File: src/rtl/pong_pkg.sv
// Shared pong constants, state encoding and helpers (used by positioner and autopilot).
package pong_pkg;

  localparam int unsigned SCREEN_HEIGHT = 600;
  localparam int unsigned TOP_LIM       = 5;
  localparam int unsigned BOT_LIM       = SCREEN_HEIGHT - 10;

  localparam int unsigned PADDLE_HEIGHT = 40;
  localparam int unsigned PADDLE_HALF_H = PADDLE_HEIGHT / 2;

  localparam int unsigned POS_W = 10;
  localparam int unsigned ERR_W = 11;

  localparam logic signed [ERR_W-1:0] TOP_LIM_S = ERR_W'(TOP_LIM);
  localparam logic signed [ERR_W-1:0] BOT_LIM_S = ERR_W'(BOT_LIM);

  typedef enum logic [1:0] {
    IDLE  = 2'd0,
    WAIT  = 2'd1,
    HOME  = 2'd2,
    TRACK = 2'd3
  } ap_state_e;

  // Clamp a signed position-domain value into [lo, hi].
  function automatic logic signed [ERR_W-1:0] clamp_s(
    input logic signed [ERR_W-1:0] v,
    input logic signed [ERR_W-1:0] lo,
    input logic signed [ERR_W-1:0] hi
  );
    logic signed [ERR_W-1:0] r;
    r = v;
    if (v < lo) r = lo;
    if (v > hi) r = hi;
    return r;
  endfunction

endpackage

File: src/rtl/ap_react_timer.sv
// Reaction-delay timer: loadable down-counter advanced by tick, done while count == 1.
module ap_react_timer #(
  parameter int unsigned W = 8
) (
  input  logic         clk,
  input  logic         rst_n,
  input  logic         load,
  input  logic         tick,
  input  logic [W-1:0] load_val,
  output logic         done
);

  logic [W-1:0] count;
  logic [W-1:0] count_nxt;

  // Load has priority over a coincident tick; the counter parks at zero.
  always_comb begin
    count_nxt = count;
    if (load) begin
      count_nxt = load_val;
    end else if (tick && (count != '0)) begin
      count_nxt = count - W'(1);
    end
  end

  // Count register with done flag registered alongside it.
  always_ff @(posedge clk or negedge rst_n) begin
    if (!rst_n) begin
      count <= '0;
      done  <= 1'b0;
    end else begin
      count <= count_nxt;
      done  <= (count_nxt == W'(1));
    end
  end

endmodule

File: src/rtl/auto_paddle.sv
// Paddle autopilot: issues one-cycle up/down commands to chase the ball or return home.
module auto_paddle
  import pong_pkg::*;
#(
  parameter int unsigned PADDLE_HALF = 20,
  parameter int unsigned DEADBAND    = 8,
  parameter int unsigned REACT_TICKS = 4,
  parameter int unsigned HOME_Y      = 280
) (
  input  logic             clk,
  input  logic             rst_n,
  input  logic             enable,
  input  logic             tick,
  input  logic [POS_W-1:0] ball_y,
  input  logic             ball_toward,
  input  logic [POS_W-1:0] pos_ply,
  output logic             ply_up,
  output logic             ply_down,
  output logic             tracking
);

  localparam int unsigned CNT_W = 8;

  localparam logic signed [ERR_W-1:0] HALF_S  = ERR_W'(PADDLE_HALF);
  localparam logic signed [ERR_W-1:0] DB_S    = ERR_W'(DEADBAND);
  localparam logic signed [ERR_W-1:0] NDB_S   = -ERR_W'(DEADBAND);
  localparam logic signed [ERR_W-1:0] HOME_S  = ERR_W'(HOME_Y);

  // With no reaction delay, engaging goes straight to tracking.
  localparam ap_state_e ENGAGE_ST = (REACT_TICKS == 0) ? TRACK : WAIT;

  ap_state_e state;
  logic      ball_toward_q;

  logic                    rise_c;
  logic                    load_c;
  logic                    react_done;
  logic signed [ERR_W-1:0] ball_s;
  logic signed [ERR_W-1:0] pos_s;
  logic signed [ERR_W-1:0] target_c;
  logic signed [ERR_W-1:0] err_c;
  logic                    dec_up_c;
  logic                    dec_down_c;

  // Reaction-delay counter, reloaded on every engage or re-engage.
  ap_react_timer #(
    .W (CNT_W)
  ) u_react (
    .clk      (clk),
    .rst_n    (rst_n),
    .load     (load_c),
    .tick     (tick),
    .load_val (CNT_W'(REACT_TICKS)),
    .done     (react_done)
  );

  // Target, error and move decision; out-of-range positions are always pushed back in.
  always_comb begin
    ball_s     = $signed({1'b0, ball_y});
    pos_s      = $signed({1'b0, pos_ply});
    target_c   = clamp_s(ball_s - HALF_S, TOP_LIM_S, BOT_LIM_S);
    if (state == HOME) target_c = HOME_S;
    err_c      = target_c - pos_s;
    dec_up_c   = 1'b0;
    dec_down_c = 1'b0;
    if (pos_s > BOT_LIM_S) begin
      dec_up_c = 1'b1;
    end else if (pos_s < TOP_LIM_S) begin
      dec_down_c = 1'b1;
    end else if ((err_c > DB_S) && (pos_s < BOT_LIM_S)) begin
      dec_down_c = 1'b1;
    end else if ((err_c < NDB_S) && (pos_s > TOP_LIM_S)) begin
      dec_up_c = 1'b1;
    end
  end

  // Direction edge and timer load on entry into (or restart of) the reaction wait.
  always_comb begin
    rise_c = ball_toward && !ball_toward_q;
    load_c = 1'b0;
    if (enable) begin
      unique case (state)
        IDLE:    load_c = ball_toward;
        WAIT:    load_c = rise_c;
        HOME:    load_c = rise_c;
        default: load_c = 1'b0;
      endcase
    end
  end

  // State machine with registered one-cycle command pulses.
  always_ff @(posedge clk or negedge rst_n) begin
    if (!rst_n) begin
      state         <= IDLE;
      ball_toward_q <= 1'b0;
      ply_up        <= 1'b0;
      ply_down      <= 1'b0;
      tracking      <= 1'b0;
    end else begin
      ball_toward_q <= ball_toward;
      ply_up        <= 1'b0;
      ply_down      <= 1'b0;
      tracking      <= 1'b0;
      if (!enable) begin
        state <= IDLE;
      end else begin
        unique case (state)
          IDLE: begin
            if (ball_toward) begin
              state    <= ENGAGE_ST;
              tracking <= (ENGAGE_ST == TRACK);
            end else begin
              state <= HOME;
            end
          end
          WAIT: begin
            if (rise_c) begin
              state <= WAIT;
            end else if (tick && react_done) begin
              state    <= TRACK;
              tracking <= 1'b1;
            end
          end
          TRACK: begin
            if (!ball_toward) begin
              state <= HOME;
            end else begin
              tracking <= 1'b1;
              if (tick) begin
                ply_up   <= dec_up_c;
                ply_down <= dec_down_c;
              end
            end
          end
          HOME: begin
            if (rise_c) begin
              state    <= ENGAGE_ST;
              tracking <= (ENGAGE_ST == TRACK);
            end else if (tick) begin
              ply_up   <= dec_up_c;
              ply_down <= dec_down_c;
            end
          end
          default: state <= IDLE;
        endcase
      end
    end
  end

endmodule

File: config.mk
export PLATFORM = sky130hd
export DESIGN_NAME = auto_paddle
export DESIGN_NICKNAME = d
export VERILOG_FILES = /design/src/rtl/pong_pkg.sv /design/src/rtl/ap_react_timer.sv /design/src/rtl/auto_paddle.sv
export SDC_FILE = /design/constraint.sdc
export NUM_CORES = 1
export LEC_CHECK = 0
export CAP_MARGIN = 20
export CORE_ASPECT_RATIO = 0.8
export CORE_UTILIZATION = 25
export CTS_CLUSTER_SIZE = 20
export DETAILED_ROUTE_END_ITERATION = 7
export SETUP_SLACK_MARGIN = 0.1
export SLEW_MARGIN = 0
export SYNTH_ARGS = -nofsm -noshare
export SYNTH_HDL_FRONTEND = slang
export SYNTH_HIERARCHICAL = 1
export SYNTH_SLANG_ARGS = --single-unit
File: constraint.sdc
create_clock -name clk -period 4.4 [get_ports clk]
set_input_delay 0.44 -clock clk [delete_from_list [all_inputs] [get_ports clk]]
set_output_delay 0.44 -clock clk [all_outputs]
set_load 0.005 [all_outputs]
==> qor.yml <==
dpl_cell_area_um2: 2750
fp.dieW_um: 103
drt_iter0_drc: 73
max_stage_delay_ns: 0.55
vdd_drop_max_v: 0.000194
cts_hold_buf: 0
drc_errors: 0
reg2reg_depth: 14
crit_slowest_cell: "or4_4"
cp-endpoint: "ply_up"
fill_cells: 810
path_buf_inv: 4
ys_seq_elements: 15
synth_top_cell_by_area: "dfrtp_1"
worst_hold_slack_ns: 0.568
synth_edf_count: 0
rsz0062_at_grt: "no"
cts_tree: "built"
gp_congestion: 0.804
synthFlopType: "dfrtp_1"
clock_latency_ns: 0.24
via_per_inst: 4.85
fin_crit_sh_pct: 95.1
r2r-end: "ply_up"
drv_cap: 0
seq_area_frac_synth_pct: 18.2
critical_path_arrival_ns: 4.31
place_hpwl_um: 4580
area_growth_pct: 46.1
clkSinkCount: 15
fin_nets: 386
fin_tns_setup_ns: 0
grt_usage_pct: 13.6
clkTransAtPathRegs_ns: 0.06
cp_top_family: "simple AND/OR/NAND/NOR gates"
p_seq_share_pct: 20.4
finalSetupViolations: 0
cts.path.max_buffers: 2
intPower_w: 0.000672
cp_num_cells: 18
p_sw_share_pct: 45.3
coreArea_um2: 7950
yosysWarnings: 6
ff2ff_setup_slack_ns: 1.02
grt_max_degree: 17
p_leak_nw: 1.28
multi_input_area_um2: 1730
portBuffers: 27
ant_nets: 0
status: "finished, final reports clean"
cts-root-buf: "clkbuf_8"
synth_most_common_cell: "inv_1"
die_area_um2: 8600
antenna_found_initial: 0
finalHoldViolCount: 0
p_sw_w: 0.000556
p_clk_share_pct: 9.0
drive_gt1_share_pct: 26.8
wl_per_cell_um: 13.2
core.rowCount: 29
combPwrFrac_pct: 70.5
via_count: 2169
ys_types: 74
syn_inst: 259
chipHeight_um: 83.2
ioPinCount: 28
worst_slew_pin_slew_ns: 0.713
syn_area_um2: 2060
synth_common_cells: "inv_1 (25), nand2_1 (21), ha_1 (20)"
avgSynthCellArea_um2: 7.95
skew_ns: 0.00181
crit_chain: "clkdlybuf4s50_1, buf_4, o21a_1, o31ai_1, nor4bb_4, ha_4, buf_4, buf_4, o21a_1, nor2_2, ha_1, o21a_1, nor2_1, a21oi_2, xnor2_1, or4_4, o311ai_4, a21oi_1"
synth_top_area_share_pct: 18.2
slew_viol_final: 0
critPathRequiredTime_ns: 4.52
initial_core_util_pct: 25.9
max-slew-margin-rel_pct: 52.3
worstSetupPathType: "in -> reg"
antenna_cells: 0
post-route-min-period_ns: 4.18
p_per_area_nw_per_um2: 408
wl_um: 5920
min_path_type: "reg -> reg"
first_pass_iters: 4
grt_pass1_vias: 2039
yosys-top-cells-area: "dfrtp_1 (18%), ha_1 (12%), inv_1 (4.6%), nand2_1 (3.8%), a21oi_1 (3.6%)"
cp_max_fo: 8
htreeDepth: 1
cp-startpoint: "ball_y[5]"
overflow: 0
synthArstFlopShare_pct: 100
critical_path.startpoint_type: "input pin"
fin_util_pct: 37.9
cp-end-kind: "flip-flop"
numCtsBuffers: 3
postLayoutCellArea_um2: 3010
grt_pass1_wl_um: 9350
ff_latch_area_um2: 375
fmax_mhz: 239
rr_startpoint: "state[0]"
==> tightest hold or removal path, cell delays in order, from the launching register on <==
cell,delay (ns)
dfrtp_1,0.35
a41oi_1,0.11
nor2_1,0.08
==> metrics by stage <==
stage          cells  worst slack (ns)  power, W
2_1_floorplan    265             0.277  0.000792
3_3_place_gp     434            -0.231   0.00103
3_5_place_dp     434            -0.407   0.00105
4_1_cts          446             0.167   0.00120
5_1_grt          447            0.0562   0.00133
6_report         447             0.215   0.00123
==> metal layers <==
metal	global-route usage, %	wire [um]	up-vias
li1	-	-	1117
met5	0	0	-
met3	2.19	188	6
met4	3.20	63	0
met1	19.5	3030	1009
met2	21.0	2640	37
==> flip-flops by register name, indices dropped and copies added, names as in the netlist <==
register	flops
u_react/count	8
state	2
ball_toward_q	1
ply_down	1
ply_up	1
tracking	1
u_react/done	1
==> worst min path at each step <==
stage | startpoint | end | slack (ns) | depth (start not counted)
after global placement | u_react/done | tracking | 0.55 | 2
final | u_react/done | tracking | 0.57 | 2
after global routing | u_react/done | tracking | 0.65 | 2
after detailed placement | u_react/done | tracking | 0.55 | 2
after CTS | u_react/done | tracking | 0.57 | 2
after floorplan | rst_n | ball_toward_q | 0.14 | 0
==> cells by family after synthesis <==
family | Yosys count | synth area share (%)
flops | 15 | 18.2
other cells | 2 | 0.365
compound gates | 76 | 26.4
fa+ha+maj | 21 | 13.1
xor+xnor | 12 | 5.11
buf+inv | 29 | 5.59
simple gates | 101 | 29.4
mux | 3 | 1.70
==> cell type report <==
type	count	area share, %
flip-flops and latches	15	12.5
clock buffers	4	1.50
repair buffers	73	20.5
multi-input cells	221	57.7
well taps	108	4.49
inverters	26	3.41
==> power groups by stage <==
stage	Clock (W)	Sequential [W]	Combinational, W
6_report	0.000111	0.000251	0.000866
5_1_grt	0.000122	0.000258	0.000950
4_1_cts	0.000115	0.000250	0.000838
3_5_place_dp	0	0.000251	0.000801
3_3_place_gp	0	0.000250	0.000784
2_1_floorplan	0	0.000237	0.000555
==> repair_timing <==
item                       in CTS  in global routing
setup buffers                   8                  1
pin swaps                      12                 10
gates resized for setup        20                 11
setup endpoints to repair       1                  2
cloned                          0                  0
==> cells in the final DEF, fill, tap and decap left out, drive strengths merged, types with 3 or more instances in the layout <==
cell           Yosys  final
ha                20     20
dlygate4sd2        0      3
a31oi              4      4
nor2              18     18
a21oi             17     17
nand3              5      5
nand4              4      4
inv               25     25
o31ai              4      4
or2                4      4
a21o               4      4
clkdlybuf4s50      0     24
xor2               4      4
dfrtp             15     15
o2111ai            4      4
nand3b             4      4
nand2b             4      4
nor4               5      5
xnor2              8      8
buf                1     46
conb               2      8
o21ai             14     14
a211oi             4      4
o21a               4      4
nor2b              7      7
clkbuf             2      4
nor3               7      7
and3               3      3
nand2             21     21
or4                3      3
Note: power is estimated with default switching activity, not from simulation.
